### src/rtl/uart001_pkg.sv
// Shared definitions for the uart001 RX framer: state encoding, parameter defaults and checksum helpers.
package uart001_pkg;

   localparam logic [7:0] HDR_DEFAULT         = 8'hA5;
   localparam int         MAX_LEN_DEFAULT     = 16;
   localparam int         TIMEOUT_CYC_DEFAULT = 208320;

   localparam int BUF_DEPTH = 16;
   localparam int BUF_AW    = 4;

   // Fixed encodings kept as plain constants so older code that compares raw state bits still works.
   localparam logic [2:0] ST_IDLE    = 3'd0;
   localparam logic [2:0] ST_LEN     = 3'd1;
   localparam logic [2:0] ST_PAYLOAD = 3'd2;
   localparam logic [2:0] ST_CSUM    = 3'd3;
   localparam logic [2:0] ST_DRAIN   = 3'd4;

   typedef enum logic [2:0] {
      S_IDLE    = ST_IDLE,
      S_LEN     = ST_LEN,
      S_PAYLOAD = ST_PAYLOAD,
      S_CSUM    = ST_CSUM,
      S_DRAIN   = ST_DRAIN
   } rx_state_e;

   function automatic logic [7:0] csum_add(input logic [7:0] sum, input logic [7:0] b);
      return sum + b;
   endfunction

   function automatic logic len_ok(input logic [7:0] len, input int max_len);
      return (len != 8'd0) && (int'(len) <= max_len);
   endfunction

endpackage

### src/rtl/uart001_frame_buf.sv
// 16-entry payload store for one frame: synchronous write port, asynchronous read port.
module uart001_frame_buf
   import uart001_pkg::*;
#(
   parameter int DATA_W = 8
) (
   input  logic              clk_i,
   input  logic              we,
   input  logic [BUF_AW-1:0] waddr,
   input  logic [DATA_W-1:0] wdata,
   input  logic [BUF_AW-1:0] raddr,
   output logic [DATA_W-1:0] rdata
);

   logic [DATA_W-1:0] mem_q [BUF_DEPTH];

   always_ff @(posedge clk_i) begin
      if (we) begin
         mem_q[waddr] <= wdata;
      end
   end

   assign rdata = mem_q[raddr];

endmodule

### src/rtl/uart001_rx_ctrl.sv
// UART frame receiver: parses HDR, LEN, payload, CSUM and replays a verified payload as a ready/valid stream.
// Defining UART001_RX_CTRL_TIMEOUT_EN adds an inter-byte timeout that abandons a stalled frame.
module uart001_rx_ctrl
   import uart001_pkg::*;
#(
   parameter logic [7:0] HDR         = HDR_DEFAULT,
   parameter int         MAX_LEN     = MAX_LEN_DEFAULT,
   parameter int         TIMEOUT_CYC = TIMEOUT_CYC_DEFAULT
) (
   input  logic        clk_i,
   input  logic        rst_i,
   input  logic [7:0]  uart_rx_data_i,
   input  logic        uart_rx_done_i,
   output logic [7:0]  pay_data_o,
   output logic        pay_valid_o,
   input  logic        pay_ready_i,
   output logic        pay_last_o,
   output logic        err_len_o,
   output logic        err_csum_o,
   output logic        err_timeout_o,
   output logic        err_ovf_o,
   output logic [15:0] frame_cnt_o
);

   rx_state_e         state_q;
   logic [4:0]        len_q;
   logic [BUF_AW-1:0] wr_ptr_q;
   logic [BUF_AW-1:0] rd_ptr_q;
   logic [7:0]        sum_q;
   logic [15:0]       frame_cnt_q;
   logic              err_len_p1;
   logic              err_csum_p1;
   logic              err_ovf_p1;
   logic              to_hit;
   logic              wr_last;
   logic              rd_last;
   logic              xfer;
   logic              buf_we;
   logic [7:0]        buf_rdata;

   if (MAX_LEN < 1 || MAX_LEN > BUF_DEPTH) begin : g_bad_max_len
      $error("uart001_rx_ctrl: MAX_LEN must lie in 1..16");
   end
   if (TIMEOUT_CYC < 1) begin : g_bad_timeout
      $error("uart001_rx_ctrl: TIMEOUT_CYC must be at least 1");
   end

   assign wr_last     = ({1'b0, wr_ptr_q} == (len_q - 5'd1));
   assign rd_last     = ({1'b0, rd_ptr_q} == (len_q - 5'd1));
   assign pay_valid_o = (state_q == S_DRAIN);
   assign xfer        = pay_valid_o & pay_ready_i;
   assign buf_we      = (state_q == S_PAYLOAD) & uart_rx_done_i;

   uart001_frame_buf #(
      .DATA_W (8)
   ) u_frame_buf (
      .clk_i (clk_i),
      .we    (buf_we),
      .waddr (wr_ptr_q),
      .wdata (uart_rx_data_i),
      .raddr (rd_ptr_q),
      .rdata (buf_rdata)
   );

   // Stage p1: frame FSM and registered error pulses
   always_ff @(posedge clk_i or posedge rst_i) begin
      if (rst_i) begin
         state_q     <= S_IDLE;
         len_q       <= '0;
         wr_ptr_q    <= '0;
         rd_ptr_q    <= '0;
         sum_q       <= '0;
         frame_cnt_q <= '0;
         err_len_p1  <= 1'b0;
         err_csum_p1 <= 1'b0;
         err_ovf_p1  <= 1'b0;
      end else begin
         err_len_p1  <= 1'b0;
         err_csum_p1 <= 1'b0;
         err_ovf_p1  <= 1'b0;
         if (to_hit) begin
            state_q <= S_IDLE;
         end else begin
            case (state_q)
               S_IDLE: begin
                  if (uart_rx_done_i && (uart_rx_data_i == HDR)) begin
                     state_q <= S_LEN;
                  end
               end
               S_LEN: begin
                  if (uart_rx_done_i) begin
                     if (len_ok(uart_rx_data_i, MAX_LEN)) begin
                        len_q    <= uart_rx_data_i[4:0];
                        sum_q    <= uart_rx_data_i;
                        wr_ptr_q <= '0;
                        state_q  <= S_PAYLOAD;
                     end else begin
                        err_len_p1 <= 1'b1;
                        state_q    <= S_IDLE;
                     end
                  end
               end
               S_PAYLOAD: begin
                  if (uart_rx_done_i) begin
                     sum_q    <= csum_add(sum_q, uart_rx_data_i);
                     wr_ptr_q <= wr_ptr_q + BUF_AW'(1);
                     if (wr_last) begin
                        state_q <= S_CSUM;
                     end
                  end
               end
               S_CSUM: begin
                  if (uart_rx_done_i) begin
                     if (uart_rx_data_i == sum_q) begin
                        rd_ptr_q <= '0;
                        state_q  <= S_DRAIN;
                     end else begin
                        err_csum_p1 <= 1'b1;
                        state_q     <= S_IDLE;
                     end
                  end
               end
               S_DRAIN: begin
                  // The buffer holds only one frame, so a byte arriving now is dropped, not queued.
                  if (uart_rx_done_i) begin
                     err_ovf_p1 <= 1'b1;
                  end
                  if (xfer) begin
                     if (rd_last) begin
                        frame_cnt_q <= frame_cnt_q + 16'd1;
                        state_q     <= S_IDLE;
                     end else begin
                        rd_ptr_q <= rd_ptr_q + BUF_AW'(1);
                     end
                  end
               end
               default: state_q <= S_IDLE;
            endcase
         end
      end
   end

`ifdef UART001_RX_CTRL_TIMEOUT_EN
   localparam int TO_W = (TIMEOUT_CYC > 1) ? $clog2(TIMEOUT_CYC) : 1;

   logic [TO_W-1:0] to_cnt_q;
   logic            frame_open;
   logic            err_to_p1;

   assign frame_open = (state_q == S_LEN) || (state_q == S_PAYLOAD) || (state_q == S_CSUM);
   assign to_hit     = frame_open && !uart_rx_done_i && (to_cnt_q == TO_W'(TIMEOUT_CYC - 1));

   // Stage p1: inter-byte timeout, idle while waiting for a header or draining
   always_ff @(posedge clk_i or posedge rst_i) begin
      if (rst_i) begin
         to_cnt_q  <= '0;
         err_to_p1 <= 1'b0;
      end else begin
         err_to_p1 <= to_hit;
         if (!frame_open || uart_rx_done_i || to_hit) begin
            to_cnt_q <= '0;
         end else begin
            to_cnt_q <= to_cnt_q + TO_W'(1);
         end
      end
   end

   assign err_timeout_o = err_to_p1;
`else
   assign to_hit        = 1'b0;
   assign err_timeout_o = 1'b0;
`endif

   assign pay_data_o  = pay_valid_o ? buf_rdata : 8'h00;
   assign pay_last_o  = pay_valid_o & rd_last;
   assign err_len_o   = err_len_p1;
   assign err_csum_o  = err_csum_p1;
   assign err_ovf_o   = err_ovf_p1;
   assign frame_cnt_o = frame_cnt_q;

endmodule

### config.mk
export PLATFORM = sky130hd
export DESIGN_NAME = uart001_rx_ctrl
export DESIGN_NICKNAME = d
export VERILOG_FILES = /design/src/rtl/uart001_pkg.sv /design/src/rtl/uart001_frame_buf.sv /design/src/rtl/uart001_rx_ctrl.sv
export SDC_FILE = /design/constraint.sdc
export NUM_CORES = 1
export LEC_CHECK = 0
export CORE_ASPECT_RATIO = 1.1
export CORE_UTILIZATION = 30
export DETAILED_ROUTE_END_ITERATION = 6
export MAX_ROUTING_LAYER = met4
export SKIP_CTS_REPAIR_TIMING = 1
export SYNTH_ARGS = -nofsm -noshare
export SYNTH_HDL_FRONTEND = slang
export SYNTH_HIERARCHICAL = 1
export SYNTH_SLANG_ARGS = --single-unit
export TNS_END_PERCENT = 20
### constraint.sdc
create_clock -name clk_i -period 3.3 [get_ports clk_i]
set_input_delay 0.825 -clock clk_i [delete_from_list [all_inputs] [get_ports clk_i]]
set_output_delay 0.825 -clock clk_i [all_outputs]
set_load 0.02 [all_outputs]
==> metrics.yaml <==
run_status:
  outcome: "finished, violations left"
  violations: "negative setup slack"
detailed_routing:
  routedWlPerCell_um: 18.7
  vias: 4463
  drt_first_pass_iters: 4
  viasPerCell: 5.04
  drt_iter0_markers: 326
  antenna_left: 0
  route.detailed.drc: 0
  drt_wl_total_um: 16500
power:
  p_switching_mw: 1.69
  leakage_nw: 3.48
  pwr-share-seq_pct: 43.3
  power.density_nw_per_um2: 629
  comb_power_share_pct: 23.7
  p_sw_share_pct: 29.2
  irDropWorstVdd_v: 0.000342
  p_int_mw: 4.09
  pwr-share-clk_pct: 33.0
placement:
  post-place-ws_ns: 0.171
  portBuffers: 40
  post-dp-hpwl_um: 11400
  gp_congestion: 0.783
timing:
  worstMarginPinSlew_ns: 0.765
  relSlewSlack_pct: 48.9
  max_freq_mhz: 295
  fin_crit_ns: 3.39
  setup_ws_ns: -0.0858
  setup_viol: 1
  post-route-period-util_pct: 103
  finClkSkew_ns: 0.0104
  rsz0062_at_grt: "true"
  maxSlewViolCount: 0
  fin_hold_ws_ns: 0.473
  hold_viol_final: 0
global_route:
  grt_max_degree: 44
  antenna_found_initial: 0
  grt_pass1_wl_um: 25500
  grt.overflow.total: 0
  grt_pass1_vias: 4507
  grt_use_total_pct: 13.6
floorplan:
  ioPinCount: 42
  rows: 60
  initial_core_util_pct: 30.8
  coreArea_sq_um: 24600
  die_area_sq_um: 25900
  die_y_um: 169
  die_width_um: 153
yosys:
  ys.warnings.count: 6
  synthCells: 481
  ys_seq_elements: 171
  yosysSeqAreaShare_pct: 65.0
  synthFlopType: "edfxtp_1"
  synthesis.nets: 505
  syn_area_per_cell_sq_um: 15.7
  post_synth_instance_area_sq_um: 7570
  synth-edff-count: 128
  synth-async-reset-ratio_pct: 25.1
  synth_cell_types: 61
cells_and_area:
  fin_util_pct: 37.3
  area.growth.synth_to_final_pct: 21.2
  fillers: 2267
  multi_input_area_sq_um: 2490
  diodes: 0
  fin_nets: 587
  regArea_sq_um: 4920
  drive_gt1_share_pct: 18.9
clocking:
  root_buffer: "clkbuf_16"
  cts_sinks: 171
  cts_buffers: 17
  tritoncts: "yes"
  path_clk_slew_ns: 0.07
  insertion_delay_ns: 0.43
  cts_buffer_depth: 2
  htreeDepth: 4
worst_setup_path:
  crit_type: "reg -> out"
  worstPathArrival_ns: 2.56
  cp_max_fo: 3
  path_cells: "inv_1 > ha_1 > xnor2_1 > nor2_1 > o211ai_2 > nor2_1 > clkdlybuf4s50_1"
  crit_path_start_kind: "flop"
  r2r_start: "state_q[2]"
  worstPathRequired_ns: 2.47
  crit_path_top_delay_cell: "clkdlybuf4s50_1"
  worstSetupStartpoint: "len_q[1]"
  worst_path_largest_cell_delay_ns: 0.65
  reg2reg_slack_ns: 1.12
  crit_path_end_kind: "output port"
  crit_top_cell: "nor2_1"
worst_hold_path:
  hold_path_class: "reg -> reg"
  hp-start: "frame_cnt_o[15]"
job:
  drv_cap: 0
[flip-flops by register name, indices dropped and copies added (netlist names)]
| register | cells |
|---|---|
| frame_cnt_o | 16 |
| sum_q | 8 |
| err_csum_o | 1 |
| state_q | 3 |
| len_q | 5 |
| err_ovf_o | 1 |
| rd_ptr_q | 4 |
| u_frame_buf/mem_q | 128 |
| err_len_o | 1 |
| wr_ptr_q | 4 |
[critical path, delay by kind of cell, from the launching register on]
family                     cells  cell delay, ns
AOI/OAI and AO/OA              1            0.13
xor gates and xnor gates       1            0.16
adders and majority gates      1            0.31
buffers and inverters          2            0.70
DFF                            1            0.38
and+or+nand+nor                2            0.45
[worst paths after layout]
check,end,cells after the start
min reg2reg,frame_cnt_o[15],1
max,pay_last_o,7
max reg2reg,u_frame_buf/mem_q[0][3],7
min in group asynchronous,sum_q[5],3
max in group asynchronous,rd_ptr_q[0],3
min,frame_cnt_o[15],1
[cells by family after synthesis]
logic type	Yosys count	share of synthesized area, %
compound gates	63	5.77
mux	40	11.4
xor+xnor	31	3.77
buf+inv	28	2.15
fa+ha+maj	12	2.08
other cells	1	0.0495
simple gates	135	9.81
flops	171	65.0
[cell usage after synthesis (3+ instances only)]
master	count	area share [%]
nand3_1	14	0.93
buf_2	7	0.46
xor2_1	7	0.81
buf_6	3	0.45
mux2_2	5	0.74
nor2_1	24	1.2
nor3_1	9	0.59
o21ai_0	23	1.5
nor4_1	4	0.33
a21oi_1	4	0.26
inv_1	11	0.55
nand3b_1	6	0.59
xnor2_1	23	2.7
a22oi_1	17	1.7
mux4_1	14	4.9
nand2_1	31	1.5
dfrtp_1	43	14
a21o_1	3	0.30
clkdlybuf4s25_2	3	0.40
and3_1	13	1.1
nand4_1	6	0.50
nor2b_1	4	0.33
mux4_2	18	5.4
ha_1	11	1.8
nand2b_1	5	0.41
edfxtp_1	128	51
and2_1	4	0.33
[placed cells by master, fill, tap and decap left out, types with 5 or more instances in the layout]
| cell type | Yosys | routed |
|---|---|---|
| a22oi_1 | 17 | 17 |
| and3_1 | 13 | 13 |
| buf_4 | 2 | 37 |
| clkbuf_16 | 0 | 17 |
| clkdlybuf4s50_1 | 0 | 32 |
| dfrtp_1 | 43 | 42 |
| dlymetal6s2s_1 | 0 | 8 |
| edfxtp_1 | 128 | 128 |
| ha_1 | 11 | 11 |
| inv_1 | 11 | 10 |
| inv_6 | 0 | 5 |
| mux2_2 | 5 | 5 |
| mux4_1 | 14 | 14 |
| mux4_2 | 18 | 18 |
| nand2_1 | 31 | 31 |
| nand2b_1 | 5 | 5 |
| nand3_1 | 14 | 14 |
| nand3b_1 | 6 | 6 |
| nand4_1 | 6 | 6 |
| nor2_1 | 24 | 24 |
| nor3_1 | 9 | 9 |
| o21ai_0 | 23 | 23 |
| xnor2_1 | 23 | 23 |
| xor2_1 | 7 | 7 |
[per-layer routing]
metal | global-route usage (%) | part of all wire, % | wire (um)
met5 | - | 0 | 0
met4 | 3.04 | 0.22 | 36
met3 | 3.12 | 4.3 | 709
met2 | 22.0 | 50 | 8240
met1 | 17.5 | 46 | 7540
[through the flow]
| step | setup TNS, ns | total power [mW] | cells | instance area [sq um] |
|---|---|---|---|---|
| 2_1_floorplan | 0 | 3.54 | 481 | 7570 |
| 3_3_place_gp | 0 | 3.89 | 854 | 8580 |
| 3_5_place_dp | 0 | 3.93 | 854 | 8580 |
| 4_1_cts | -1.66 | 5.84 | 886 | 9160 |
| 5_1_grt | -0.226 | 6.04 | 886 | 9180 |
| 6_report | -0.0858 | 5.78 | 886 | 9180 |
[area by class of cell]
cell class	count	area share [%]
clock buffer	17	4.63
clock inverter	15	1.68
inverter	11	0.450
multi-input combinational	282	27.1
sequential	171	53.6
tap	310	4.23
timing repair buffer	80	8.26
[power by group through the flow]
stage / Combinational [mW] / Sequential (mW) / Clock [mW]
2_1_floorplan: 1.02 / 2.52 / 0
3_3_place_gp: 1.35 / 2.54 / 0
3_5_place_dp: 1.38 / 2.55 / 0
4_1_cts: 1.39 / 2.50 / 1.95
5_1_grt: 1.49 / 2.51 / 2.03
6_report: 1.37 / 2.50 / 1.91
Note: power is estimated with default switching activity, not from simulation.
